===== config.mk =====
export PLATFORM = sky130hd
export DESIGN_NAME = note_decoder
export DESIGN_NICKNAME = d
export VERILOG_FILES = /design/src/rtl/sound_pkg.sv /design/src/rtl/clkgen.sv /design/src/rtl/note_decoder.sv
export SDC_FILE = /design/constraint.sdc
export NUM_CORES = 1
export LEC_CHECK = 0
export CORE_MARGIN = 2
export CORE_UTILIZATION = 45
export CTS_CLUSTER_SIZE = 40
export DETAILED_ROUTE_END_ITERATION = 16
export GPL_TIMING_DRIVEN = 0
export PLACE_DENSITY_LB_ADDON = 0.25
export SETUP_SLACK_MARGIN = 0.4
export SYNTH_ARGS = -nofsm -noshare
export SYNTH_HDL_FRONTEND = slang
export SYNTH_HIERARCHICAL = 1
export SYNTH_SLANG_ARGS = --single-unit

===== constraint.sdc =====
create_clock -name clk -period 10.7 [get_ports clk]
set_input_delay 1.07 -clock clk [delete_from_list [all_inputs] [get_ports clk]]
set_output_delay 1.07 -clock clk [all_outputs]
set_load 0.005 [all_outputs]

===== src/rtl/sound_pkg.sv =====
// Shared melody-path definitions: note table, index encoding and decoder FSM states.
package sound_pkg;

  localparam int unsigned NUM_NOTES = 8;
  localparam int unsigned IDX_W     = 4;
  localparam int unsigned DUR_W     = 13;
  localparam int unsigned PERIOD_W  = 17;

  localparam logic [IDX_W-1:0] NOTE_IDX_NONE = 4'd15;

  localparam int unsigned NOTE_D     = 266;
  localparam int unsigned NOTE_E     = 237;
  localparam int unsigned NOTE_FIS   = 211;
  localparam int unsigned NOTE_G     = 199;
  localparam int unsigned NOTE_A     = 177;
  localparam int unsigned NOTE_B     = 158;
  localparam int unsigned NOTE_C     = 149;
  localparam int unsigned NOTE_DHIGH = 133;

  typedef enum logic [1:0] {
    ST_IDLE    = 2'd0,
    ST_ACQUIRE = 2'd1,
    ST_LOCKED  = 2'd2
  } state_t;

  function automatic int unsigned note_table(input int unsigned i);
    case (i)
      0:       return NOTE_D;
      1:       return NOTE_E;
      2:       return NOTE_FIS;
      3:       return NOTE_G;
      4:       return NOTE_A;
      5:       return NOTE_B;
      6:       return NOTE_C;
      default: return NOTE_DHIGH;
    endcase
  endfunction

  function automatic logic pitch_close(input int unsigned a, input int unsigned b,
                                       input int unsigned tol);
    return ((a > b) ? (a - b) : (b - a)) <= tol;
  endfunction

  // Lowest table index within tolerance wins; scanning downwards leaves the first hit.
  function automatic logic [IDX_W-1:0] note_index(input int unsigned pitch, input int unsigned tol);
    logic [IDX_W-1:0] idx;
    idx = NOTE_IDX_NONE;
    for (int i = int'(NUM_NOTES) - 1; i >= 0; i--) begin
      if (pitch_close(pitch, note_table(i), tol)) idx = IDX_W'(i);
    end
    return idx;
  endfunction

endpackage


===== src/rtl/clkgen.sv =====
// Free-running divider: one-cycle tick every maxval clk cycles.
module clkgen #(
  parameter int unsigned WIDTH = 11
) (
  input  logic             clk,
  input  logic             reset,
  input  logic [WIDTH-1:0] maxval,
  output logic             tick
);

  logic [WIDTH-1:0] cnt;

  always_ff @(posedge clk or posedge reset) begin
    if (reset) begin
      cnt  <= '0;
      tick <= 1'b0;
    end else if (cnt >= maxval - WIDTH'(1)) begin
      cnt  <= '0;
      tick <= 1'b1;
    end else begin
      cnt  <= cnt + WIDTH'(1);
      tick <= 1'b0;
    end
  end

endmodule


===== src/rtl/note_decoder.sv =====
// Melody receive path: measures the sine period on pwm_pos/pwm_neg, locks on a note and
// emits one note event per finished tone. NOTE_DECODER_AVG_EN selects 4-period averaging.
module note_decoder
  import sound_pkg::*;
#(
  parameter int unsigned PITCH_BITWIDTH = 9,
  parameter int unsigned FS_MAXVAL      = 1250,
  parameter int unsigned LOCK_CNT       = 3,
  parameter int unsigned PITCH_TOL      = 2,
  parameter int unsigned TIMEOUT_CYC    = 80000,
  parameter int unsigned PERIOD_SHIFT   = 8
) (
  input  logic                      clk,
  input  logic                      reset,
  input  logic                      pwm_pos,
  input  logic                      pwm_neg,
  output logic                      note_valid,
  output logic [PITCH_BITWIDTH-1:0] note_pitch,
  output logic [IDX_W-1:0]          note_idx,
  output logic [DUR_W-1:0]          note_duration,
  output logic                      tone_active
);

  localparam int unsigned PMAX  = (1 << PITCH_BITWIDTH) - 1;
  localparam int unsigned TO_W  = $clog2(TIMEOUT_CYC + 1);
  localparam int unsigned SUM_W = PERIOD_W + 3;
`ifdef NOTE_DECODER_AVG_EN
  localparam int unsigned LOCK_EFF  = (LOCK_CNT > 4) ? LOCK_CNT : 4;
  localparam int unsigned AVG_SHIFT = PERIOD_SHIFT + 2;
`else
  localparam int unsigned LOCK_EFF  = LOCK_CNT;
  localparam int unsigned AVG_SHIFT = PERIOD_SHIFT;
`endif
  localparam int unsigned MATCH_W = $clog2(LOCK_EFF + 1);

  logic [2:0]                pos_sr, neg_sr;
  logic                      rise_pos, rise_neg, phase_pos, crossing, timeout, fs_tick;
  logic [PERIOD_W-1:0]       period_cnt;
  logic [TO_W-1:0]           to_cnt;
  logic [SUM_W-1:0]          period_sum, pitch_round;
  logic [PITCH_BITWIDTH-1:0] pitch, prev_pitch, prev_pitch_nxt, ref_pitch, ref_pitch_nxt;
  logic                      prev_valid, prev_valid_nxt, ev;
  logic [MATCH_W-1:0]        match_cnt, match_nxt, match_inc;
  logic [DUR_W-1:0]          dur_cnt, dur_nxt, dur_inc;
  state_t                    state, state_nxt;

  clkgen #(.WIDTH(11)) u_fs_clkgen (
    .clk    (clk),
    .reset  (reset),
    .maxval (11'(FS_MAXVAL)),
    .tick   (fs_tick)
  );

  // Two sync stages plus one history stage for rising-edge detection.
  always_ff @(posedge clk or posedge reset) begin
    if (reset) begin
      pos_sr    <= '0;
      neg_sr    <= '0;
      phase_pos <= 1'b0;
    end else begin
      pos_sr <= {pos_sr[1:0], pwm_pos};
      neg_sr <= {neg_sr[1:0], pwm_neg};
      if (rise_pos && !rise_neg)      phase_pos <= 1'b1;
      else if (rise_neg && !rise_pos) phase_pos <= 1'b0;
    end
  end

  assign rise_pos = pos_sr[1] & ~pos_sr[2];
  assign rise_neg = neg_sr[1] & ~neg_sr[2];
  assign crossing = ~phase_pos & rise_pos & ~rise_neg;
  assign timeout  = (to_cnt == TO_W'(TIMEOUT_CYC - 1)) & ~crossing;

  always_ff @(posedge clk or posedge reset) begin
    if (reset) begin
      period_cnt <= '0;
      to_cnt     <= '0;
    end else if (crossing) begin
      period_cnt <= PERIOD_W'(1);
      to_cnt     <= '0;
    end else begin
      if (period_cnt != '1)                 period_cnt <= period_cnt + PERIOD_W'(1);
      if (to_cnt != TO_W'(TIMEOUT_CYC))     to_cnt     <= to_cnt + TO_W'(1);
    end
  end

`ifdef NOTE_DECODER_AVG_EN
  logic [PERIOD_W-1:0] hist0, hist1, hist2;
  logic                first_sample;

  assign first_sample = (state == ST_ACQUIRE) && !prev_valid;
  assign period_sum   = first_sample ? (SUM_W'(period_cnt) << 2)
                      : SUM_W'(period_cnt) + SUM_W'(hist0) + SUM_W'(hist1) + SUM_W'(hist2);

  // History restarts from the current period whenever a new note acquisition begins.
  always_ff @(posedge clk or posedge reset) begin
    if (reset) begin
      hist0 <= '0;
      hist1 <= '0;
      hist2 <= '0;
    end else if (crossing) begin
      if (first_sample || ev || state == ST_IDLE) begin
        hist0 <= period_cnt;
        hist1 <= period_cnt;
        hist2 <= period_cnt;
      end else begin
        hist0 <= period_cnt;
        hist1 <= hist0;
        hist2 <= hist1;
      end
    end
  end
`else
  assign period_sum = SUM_W'(period_cnt);
`endif

  assign pitch_round = (period_sum + (SUM_W'(1) << (AVG_SHIFT - 1))) >> AVG_SHIFT;
  assign pitch       = (pitch_round > SUM_W'(PMAX)) ? PITCH_BITWIDTH'(PMAX)
                                                    : PITCH_BITWIDTH'(pitch_round);
  assign match_inc   = match_cnt + MATCH_W'(1);
  assign dur_inc     = (fs_tick && dur_cnt != '1) ? dur_cnt + DUR_W'(1) : dur_cnt;

  always_ff @(posedge clk or posedge reset) begin
    if (reset) begin
      state      <= ST_IDLE;
      match_cnt  <= '0;
      prev_pitch <= '0;
      prev_valid <= 1'b0;
      ref_pitch  <= '0;
      dur_cnt    <= '0;
    end else begin
      state      <= state_nxt;
      match_cnt  <= match_nxt;
      prev_pitch <= prev_pitch_nxt;
      prev_valid <= prev_valid_nxt;
      ref_pitch  <= ref_pitch_nxt;
      dur_cnt    <= dur_nxt;
    end
  end

  always_comb begin
    state_nxt      = state;
    match_nxt      = match_cnt;
    prev_pitch_nxt = prev_pitch;
    prev_valid_nxt = prev_valid;
    ref_pitch_nxt  = ref_pitch;
    dur_nxt        = dur_inc;
    ev             = 1'b0;
    case (state)
      ST_IDLE: begin
        dur_nxt = '0;
        if (crossing) begin
          state_nxt      = ST_ACQUIRE;
          match_nxt      = '0;
          prev_valid_nxt = 1'b0;
        end
      end
      ST_ACQUIRE: begin
        if (crossing) begin
          prev_pitch_nxt = pitch;
          prev_valid_nxt = 1'b1;
          if (prev_valid && pitch_close(32'(pitch), 32'(prev_pitch), PITCH_TOL)) begin
            match_nxt = match_inc;
            if (match_inc == MATCH_W'(LOCK_EFF - 1)) begin
              state_nxt     = ST_LOCKED;
              ref_pitch_nxt = pitch;
            end
          end else begin
            match_nxt = '0;
          end
        end else if (timeout) begin
          state_nxt = ST_IDLE;
          dur_nxt   = '0;
        end
      end
      ST_LOCKED: begin
        if (crossing) begin
          // An off-pitch period ends this note and seeds the next acquisition.
          if (!pitch_close(32'(pitch), 32'(ref_pitch), PITCH_TOL)) begin
            ev             = 1'b1;
            state_nxt      = ST_ACQUIRE;
            prev_pitch_nxt = pitch;
            prev_valid_nxt = 1'b1;
            match_nxt      = '0;
            dur_nxt        = '0;
          end
        end else if (timeout) begin
          ev        = 1'b1;
          state_nxt = ST_IDLE;
          dur_nxt   = '0;
        end
      end
      default: begin
        state_nxt = ST_IDLE;
        dur_nxt   = '0;
      end
    endcase
  end

  always_ff @(posedge clk or posedge reset) begin
    if (reset) begin
      note_valid    <= 1'b0;
      note_pitch    <= '0;
      note_idx      <= '0;
      note_duration <= '0;
      tone_active   <= 1'b0;
    end else begin
      note_valid  <= ev;
      tone_active <= (state_nxt == ST_LOCKED);
      if (ev) begin
        note_pitch    <= ref_pitch;
        note_idx      <= note_index(32'(ref_pitch), PITCH_TOL);
        note_duration <= dur_inc;
      end
    end
  end

endmodule

==> results.py, run 1 <==
metrics = {
    "synth": {
        "synth_seq_cells": 117,
        "synth_flop_cell": "dfrtp_1",
        "synthSimpleGateAreaFrac_pct": 23.48,
        "synthArstFlopShare_pct": 100.0,
        "ys_warn_count": 6,
        "synthMuxAreaShare_pct": 3.343,
        "synth.yosys.seq_area_share_pct": 28.55,
        "avgSynthCellArea_um2": 8.244,
        "synth_top_family_by_area": "simple AND/OR/NAND/NOR gates",
        "yosys.area.top_type_share_pct": 28.55,
        "synth_top_area_cell": "dfrtp_1",
        "netlist_top_cells_area": "dfrtp_1 (29%), ha_1 (12%), xnor2_1 (5.0%)",
        "synth_compound_area_share_pct": 19.20,
        "synthesis.area_um2": 10260,
        "synth_xor_area_share_pct": 8.113,
        "synth_fa_ha_area_share_pct": 12.49,
        "synth_edf_count": 0,
        "synthCells": 1244,
        "ys_types": 84,
    },
    "cells_and_area": {
        "mostFrequentLayoutCells": "nand2_1 (124), dfrtp_1 (117), nor2_1 (99)",
        "final_common_cell": "nand2_1",
        "layout.nets": 1429,
        "instances_no_fill": 1623,
        "final_cell_area_um2": 11700,
        "drive_gt1_share_pct": 6.353,
        "areaGrowthSynthToFinish_pct": 14.11,
        "antennaDiodeCount": 0,
    },
    "timing": {
        "final.setup.worst_slack_ns": 4.890,
        "timing.final.crit_share_pct": 54.30,
        "max_freq_ghz": 0.1721,
        "grt_setup_unrepaired": "false",
        "slew_viol_final": 0,
        "setup_tns_ns": 0,
        "hold_viol": 0,
        "fin_worst_skew_ns": 0.01039,
        "maxSlewHeadroom_pct": 1.233,
        "tightest_slew_ns": 1.444,
        "period_needed_ns": 5.810,
        "setup_viol": 0,
    },
    "placed_design": {
        "placed_cells": 1591,
        "post_dp_cell_area_um2": 11070,
        "dpl.hpwl_um": 21420,
        "place.gp.congestion": 0.9497,
        "numPortBuffers": 31,
        "dp_slack_ns": 5.009,
    },
    "floorplanning": {
        "initial_utilization_pct": 45.58,
        "core-area_um2": 22500,
        "row_count": 55,
        "die_x_um": 155.0,
        "die_h_um": 155.0,
        "die-area_um2": 24010,
        "pin_count": 32,
    },
    "cts": {
        "clk_latency_ns": 0.42,
        "cts_tree": "yes",
        "clk_pin_slew_ns": 0.06,
        "postCtsHoldBufs": 0,
        "cts_resized": 0,
        "cts_setup_buffers": 0,
        "cts_num_sinks": 117,
        "htree_levels": 4,
        "clock-root-buffer": "clkbuf_16",
        "cts-buffers-inserted": 17,
        "cts_buffer_depth": 2,
    },
    "power": {
        "powerDensity_nw_per_um2": 110.6,
        "leakagePower_uw": 0.005115,
        "peakVddDrop_v": 0.0001351,
    },
    "detailed_routing": {
        "vias": 9512,
        "ant_nets": 0,
        "via_per_inst": 5.861,
        "firstDrtPassIters": 5,
        "remaining_drc_errors": 0,
        "wire_per_inst_um": 17.84,
        "drt_iter0_drc": 686,
        "wirelength_um": 28960,
    },
    "job": {
        "maxCapViolCount": 1,
    },
    "run_status": {
        "failed_checks": "capacitance limit",
        "status": "finished, violations left",
    },
    "worst_hold_path": {
        "hp-class": "flip-flop to flip-flop",
    },
    "worst_setup_path": {
        "startpoint_type": "flip-flop",
        "critPathMaxFanout": 10,
        "path_class": "flip-flop to flip-flop",
        "critPathCaptureType": "flip-flop",
        "crit_arrival_ns": 6.11,
        "cp.required_ns": 11.00,
    },
    "global_route": {
        "grt-ovfl-total": 0,
        "grt_max_degree": 66,
        "grt_pass1_vias": 9144,
        "track_usage_pct": 24.51,
        "antenna_found_initial": 0,
        "grt_pass1_wl_um": 47190,
    },
}
-- worst paths after layout --
check / start / slack (ns) / cells past startpoint / end
setup / recovery: period_cnt[7] / 4.89 / 20 / note_duration[12]
hold / removal: neg_sr[0] / 0.35 / 0 / neg_sr[1]
setup reg to reg: period_cnt[7] / 4.89 / 20 / note_duration[12]
hold reg to reg: neg_sr[0] / 0.35 / 0 / neg_sr[1]
max in group asynchronous: reset / 8.93 / 3 / period_cnt[2]
min in group asynchronous: reset / 1.04 / 2 / u_fs_clkgen/cnt[7]
-- cell usage after synthesis (5+ instances only) --
library cell / count
a211oi_1: 9
a21o_1: 16
a21oi_1: 73
a221oi_1: 7
a31oi_1: 13
a41oi_1: 6
and2_1: 9
and3_1: 22
buf_1: 8
clkbuf_1: 44
dfrtp_1: 117
ha_1: 96
inv_1: 59
mux2_2: 9
mux2_4: 8
mux2i_1: 11
nand2_1: 124
nand2b_1: 16
nand3_1: 44
nand3b_1: 7
nand4_1: 21
nand4b_1: 5
nor2_1: 99
nor2_2: 9
nor2b_1: 34
nor3_1: 37
nor3b_1: 5
nor4_1: 11
nor4b_1: 6
o2111ai_1: 5
o211ai_1: 15
o21a_1: 6
o21ai_0: 91
o31ai_1: 9
or2_2: 8
or3_1: 5
xnor2_1: 58
xor2_1: 37
-- registers in the layout (all words and copies together) (netlist names), 3 cells and up --
signal / count
note_idx: 4
to_cnt: 17
note_duration: 13
ref_pitch: 9
prev_pitch: 9
note_pitch: 9
dur_cnt: 13
period_cnt: 17
u_fs_clkgen/cnt: 11
neg_sr: 3
pos_sr: 3
-- layout make-up --
class	instances	area, um^2
inverters	64	242.7
clock buffers	18	439.2
clock inverters	14	198.9
well taps	285	356.6
repair buffers	32	337.8
flip-flops and latches	117	2928
fillers	2125	10800
plain buffers	58	246.5
multi-input cells	1035	6954
-- logic make-up (layout without fill, tap and decap cells) --
logic type / after synthesis / in the layout
and+or+nand+nor: 477 / 477
other: 2 / 32
muxes: 29 / 29
DFF: 117 / 117
xor gates and xnor gates: 95 / 95
AOI/OAI and AO/OA: 302 / 302
adders and majority gates: 100 / 100
buffers and inverters: 122 / 186
-- report_power, final --
| group | switching [uW] | internal (uW) |
|---|---|---|
| Clock | 212 | 398 |
| Combinational | 92.4 | 72.1 |
| Sequential | 41.4 | 479 |
| Total | 345 | 949 |
-- per-stage QoR --
stage	hold slack (ns)	utilization (%)	power [uW]
after detailed placement	0.3347	49.17	691.0
after CTS	0.3479	52.01	1305
after global placement	0.3331	49.04	684.0
final	0.3471	52.01	1295
after global routing	0.3660	52.01	1359
after floorplan	0.3312	-	651.6
-- worst max-delay path, stage by stage (launching register included) --
cell      delay, ns
dfrtp_1        0.39
ha_1           0.21
and3_1         0.22
and3_1         0.22
and3_1         0.25
nand3_1        0.22
nand2b_1       0.31
inv_1          0.17
ha_1           0.24
inv_1          0.07
fa_1           0.24
nand3_1        0.16
a211o_1        0.36
a21oi_1        0.56
o21ai_0        0.25
a32oi_1        0.28
nand4_1        0.30
o31ai_4        0.55
inv_2          0.18
buf_6          0.20
mux2_4         0.30
-- per-layer routing --
metal  wire, um  track usage (%)
met4       1174            11.73
met3       1447            3.510
met1      12540            31.31
met5          0                0
met2      13790            40.93
(Power assumes the default switching activity.)
==> run 2: changes to the inputs <==
==> constraint.sdc (replaced) <==
create_clock -name clk -period 5.22 [get_ports clk]
set_input_delay 0.522 -clock clk [delete_from_list [all_inputs] [get_ports clk]]
set_output_delay 0.522 -clock clk [all_outputs]
set_load 0.005 [all_outputs]
==> run 2 against run 1 <==
The run now ends clean; routed wire length rose by 1.8%; final cell count is 0.92% higher; critical endpoint unchanged; register-to-register slack got worse by 4.4 ns; utilization up 1.5 points; fmax grew 22%; first-iteration DRC count fell by 6.4%; critical path depth is 3 lower; via count increased by 1.1%; non-clock buffer count up 15.
==> results.py, run 2 (same netlist as run 1, synthesis figures left out) <==
metrics = {
    "run_status": {
        "status": "finished clean",
    },
    "cells_and_area": {
        "areaGrowthSynthToFinish_pct": 17.47,
        "antennaDiodeCount": 0,
        "top_regs": "period_cnt x17, to_cnt x17",
        "instances_no_fill": 1638,
        "mostFrequentLayoutCells": "nand2_1 (123), dfrtp_1 (117), nor2_1 (97)",
        "final_common_cell": "nand2_1",
        "drive_gt1_share_pct": 10.86,
        "final_cell_area_um2": 12050,
        "layout.nets": 1444,
    },
    "cts": {
        "cts_buffer_depth": 2,
        "htree_levels": 4,
        "clk_pin_slew_ns": 0.06,
        "cts_num_sinks": 117,
        "postCtsHoldBufs": 0,
        "clock-root-buffer": "clkbuf_16",
        "cts-buffers-inserted": 17,
        "clk_latency_ns": 0.42,
        "cts_tree": "yes",
    },
    "worst_setup_path": {
        "startpoint_type": "flip-flop",
        "critPathMaxFanout": 10,
        "rr_worst_depth": 17,
        "crit_arrival_ns": 5.05,
        "r2r-start": "ref_pitch[5]",
        "cp.required_ns": 5.52,
        "slowest_stage": "dfrtp_1",
        "critPathCaptureType": "flip-flop",
        "rrSetupSlack_ns": 0.47,
        "r2r_end": "note_duration[12]",
        "path_class": "flip-flop to flip-flop",
        "max_stage_delay_ns": 0.50,
        "worstPathCellList": "clkbuf_2 -> clkinv_1 -> buf_2 -> ha_1 -> buf_6 -> a21o_1 -> a221oi_4 -> a21o_1 -> buf_4 -> mux2_1 -> a32oi_1 -> nand4_1 -> buf_4 -> o31ai_4 -> inv_2 -> buf_12 -> mux2_4",
    },
    "detailed_routing": {
        "firstDrtPassIters": 5,
        "ant_nets": 0,
        "vias": 9612,
        "wire_per_inst_um": 17.99,
        "remaining_drc_errors": 0,
        "via_per_inst": 5.868,
        "wirelength_um": 29470,
        "drt_iter0_drc": 642,
    },
    "floorplanning": {
        "die_h_um": 155.0,
        "die_x_um": 155.0,
        "die-area_um2": 24010,
        "pin_count": 32,
        "core-area_um2": 22500,
        "row_count": 55,
        "initial_utilization_pct": 45.58,
    },
    "timing": {
        "max_freq_ghz": 0.2105,
        "tightest_slew_ns": 1.047,
        "setup_tns_ns": 0,
        "timing.final.crit_share_pct": 91.01,
        "maxSlewHeadroom_pct": 30.10,
        "slew_viol_final": 0,
        "grt_setup_unrepaired": "false",
        "fin_worst_skew_ns": 0.007445,
        "period_needed_ns": 4.751,
        "setup_viol": 0,
        "hold_viol": 0,
    },
    "worst_hold_path": {
        "hp-class": "flip-flop to flip-flop",
        "hold_end": "neg_sr[1]",
        "whs_path_depth": 0,
        "hold_start": "neg_sr[0]",
    },
    "power": {
        "peakVddDrop_v": 0.0002816,
        "power_uw": 2658,
        "powerDensity_nw_per_um2": 220.6,
        "leakagePower_uw": 0.005261,
    },
    "placed_design": {
        "post_dp_cell_area_um2": 11070,
        "place.gp.congestion": 0.9497,
        "placed_cells": 1591,
        "numPortBuffers": 31,
        "dpl.hpwl_um": 21420,
    },
    "job": {
        "maxCapViolCount": 0,
    },
    "global_route": {
        "grt_max_degree": 66,
        "track_usage_pct": 24.67,
        "antenna_found_initial": 0,
        "grt-ovfl-total": 0,
        "grt_pass1_wl_um": 47460,
        "grt_pass1_vias": 9147,
    },
}
## run 2: cell types whose count changed in the layout (fill, tap and decap cells not counted), sizes merged
cell	delta
clkbuf	+1
buf	+14
## run 2: final cells by class
| class | instances | area, um^2 |
|---|---|---|
| flip-flops and latches | 117 | 2928 |
| clock buffers | 18 | 439.2 |
| repair buffers | 47 | 450.4 |
| clock inverters | 14 | 198.9 |
| multi-input cells | 1035 | 7148 |
| inverters | 64 | 245.2 |
| well taps | 285 | 356.6 |
| plain buffers | 58 | 281.5 |
| fillers | 2104 | 10460 |
## run 2: where the power goes
group          leakage (uW)  internal, uW  switching, uW
logic               0.00336           150            190
clock network      0.000311           816            435
registers           0.00159           982           84.7
## run 2: critical path, delay by kind of cell (launching register included)
family	cells	cell delay (ns)
flops	1	0.50
compound gates	5	1.24
simple gates	1	0.12
buf+inv	8	1.74
mux	2	0.64
fa+ha+maj	1	0.35
## run 2: layer usage
layer / GRT usage (%) / wire (um) / part of all wire, % / up-vias
li1: - / - / - / 4613
met4: 11.55 / 1221 / 4.1 / 0
met2: 41.33 / 14110 / 48 / 328
met3: 3.482 / 1544 / 5.2 / 87
met5: 0 / 0 / 0 / -
met1: 31.54 / 12590 / 43 / 4584
## run 2: repair_timing
| action | in CTS | in global routing |
|---|---|---|
| gates resized for setup | 33 | 39 |
| pin swaps | 6 | 9 |
| setup buffers | 6 | 9 |
| endpoints found under the setup margin | 64 | 61 |
## run 2: worst max-delay path by stage
stage | startpoint | to | slack (ns)
after global routing | period_cnt[7] | match_cnt[1] | 0.35
after global placement | period_cnt[7] | note_duration[12] | -0.35
after detailed placement | period_cnt[7] | ref_pitch[2] | -0.47
final | ref_pitch[5] | note_duration[12] | 0.47
after CTS | period_cnt[7] | note_duration[12] | 0.40
after floorplan | period_cnt[7] | note_duration[0] | 0.62
## run 2: through the flow
step / worst slack (ns) / utilization (%) / hold slack [ns]
global route: 0.3522 / 53.54 / 0.3660
finish: 0.4695 / 53.54 / 0.3471
detailed placement: -0.4705 / 49.17 / 0.3347
CTS: 0.3965 / 52.65 / 0.3479
floorplan: 0.6201 / - / 0.3312
global placement: -0.3533 / 49.04 / 0.3331
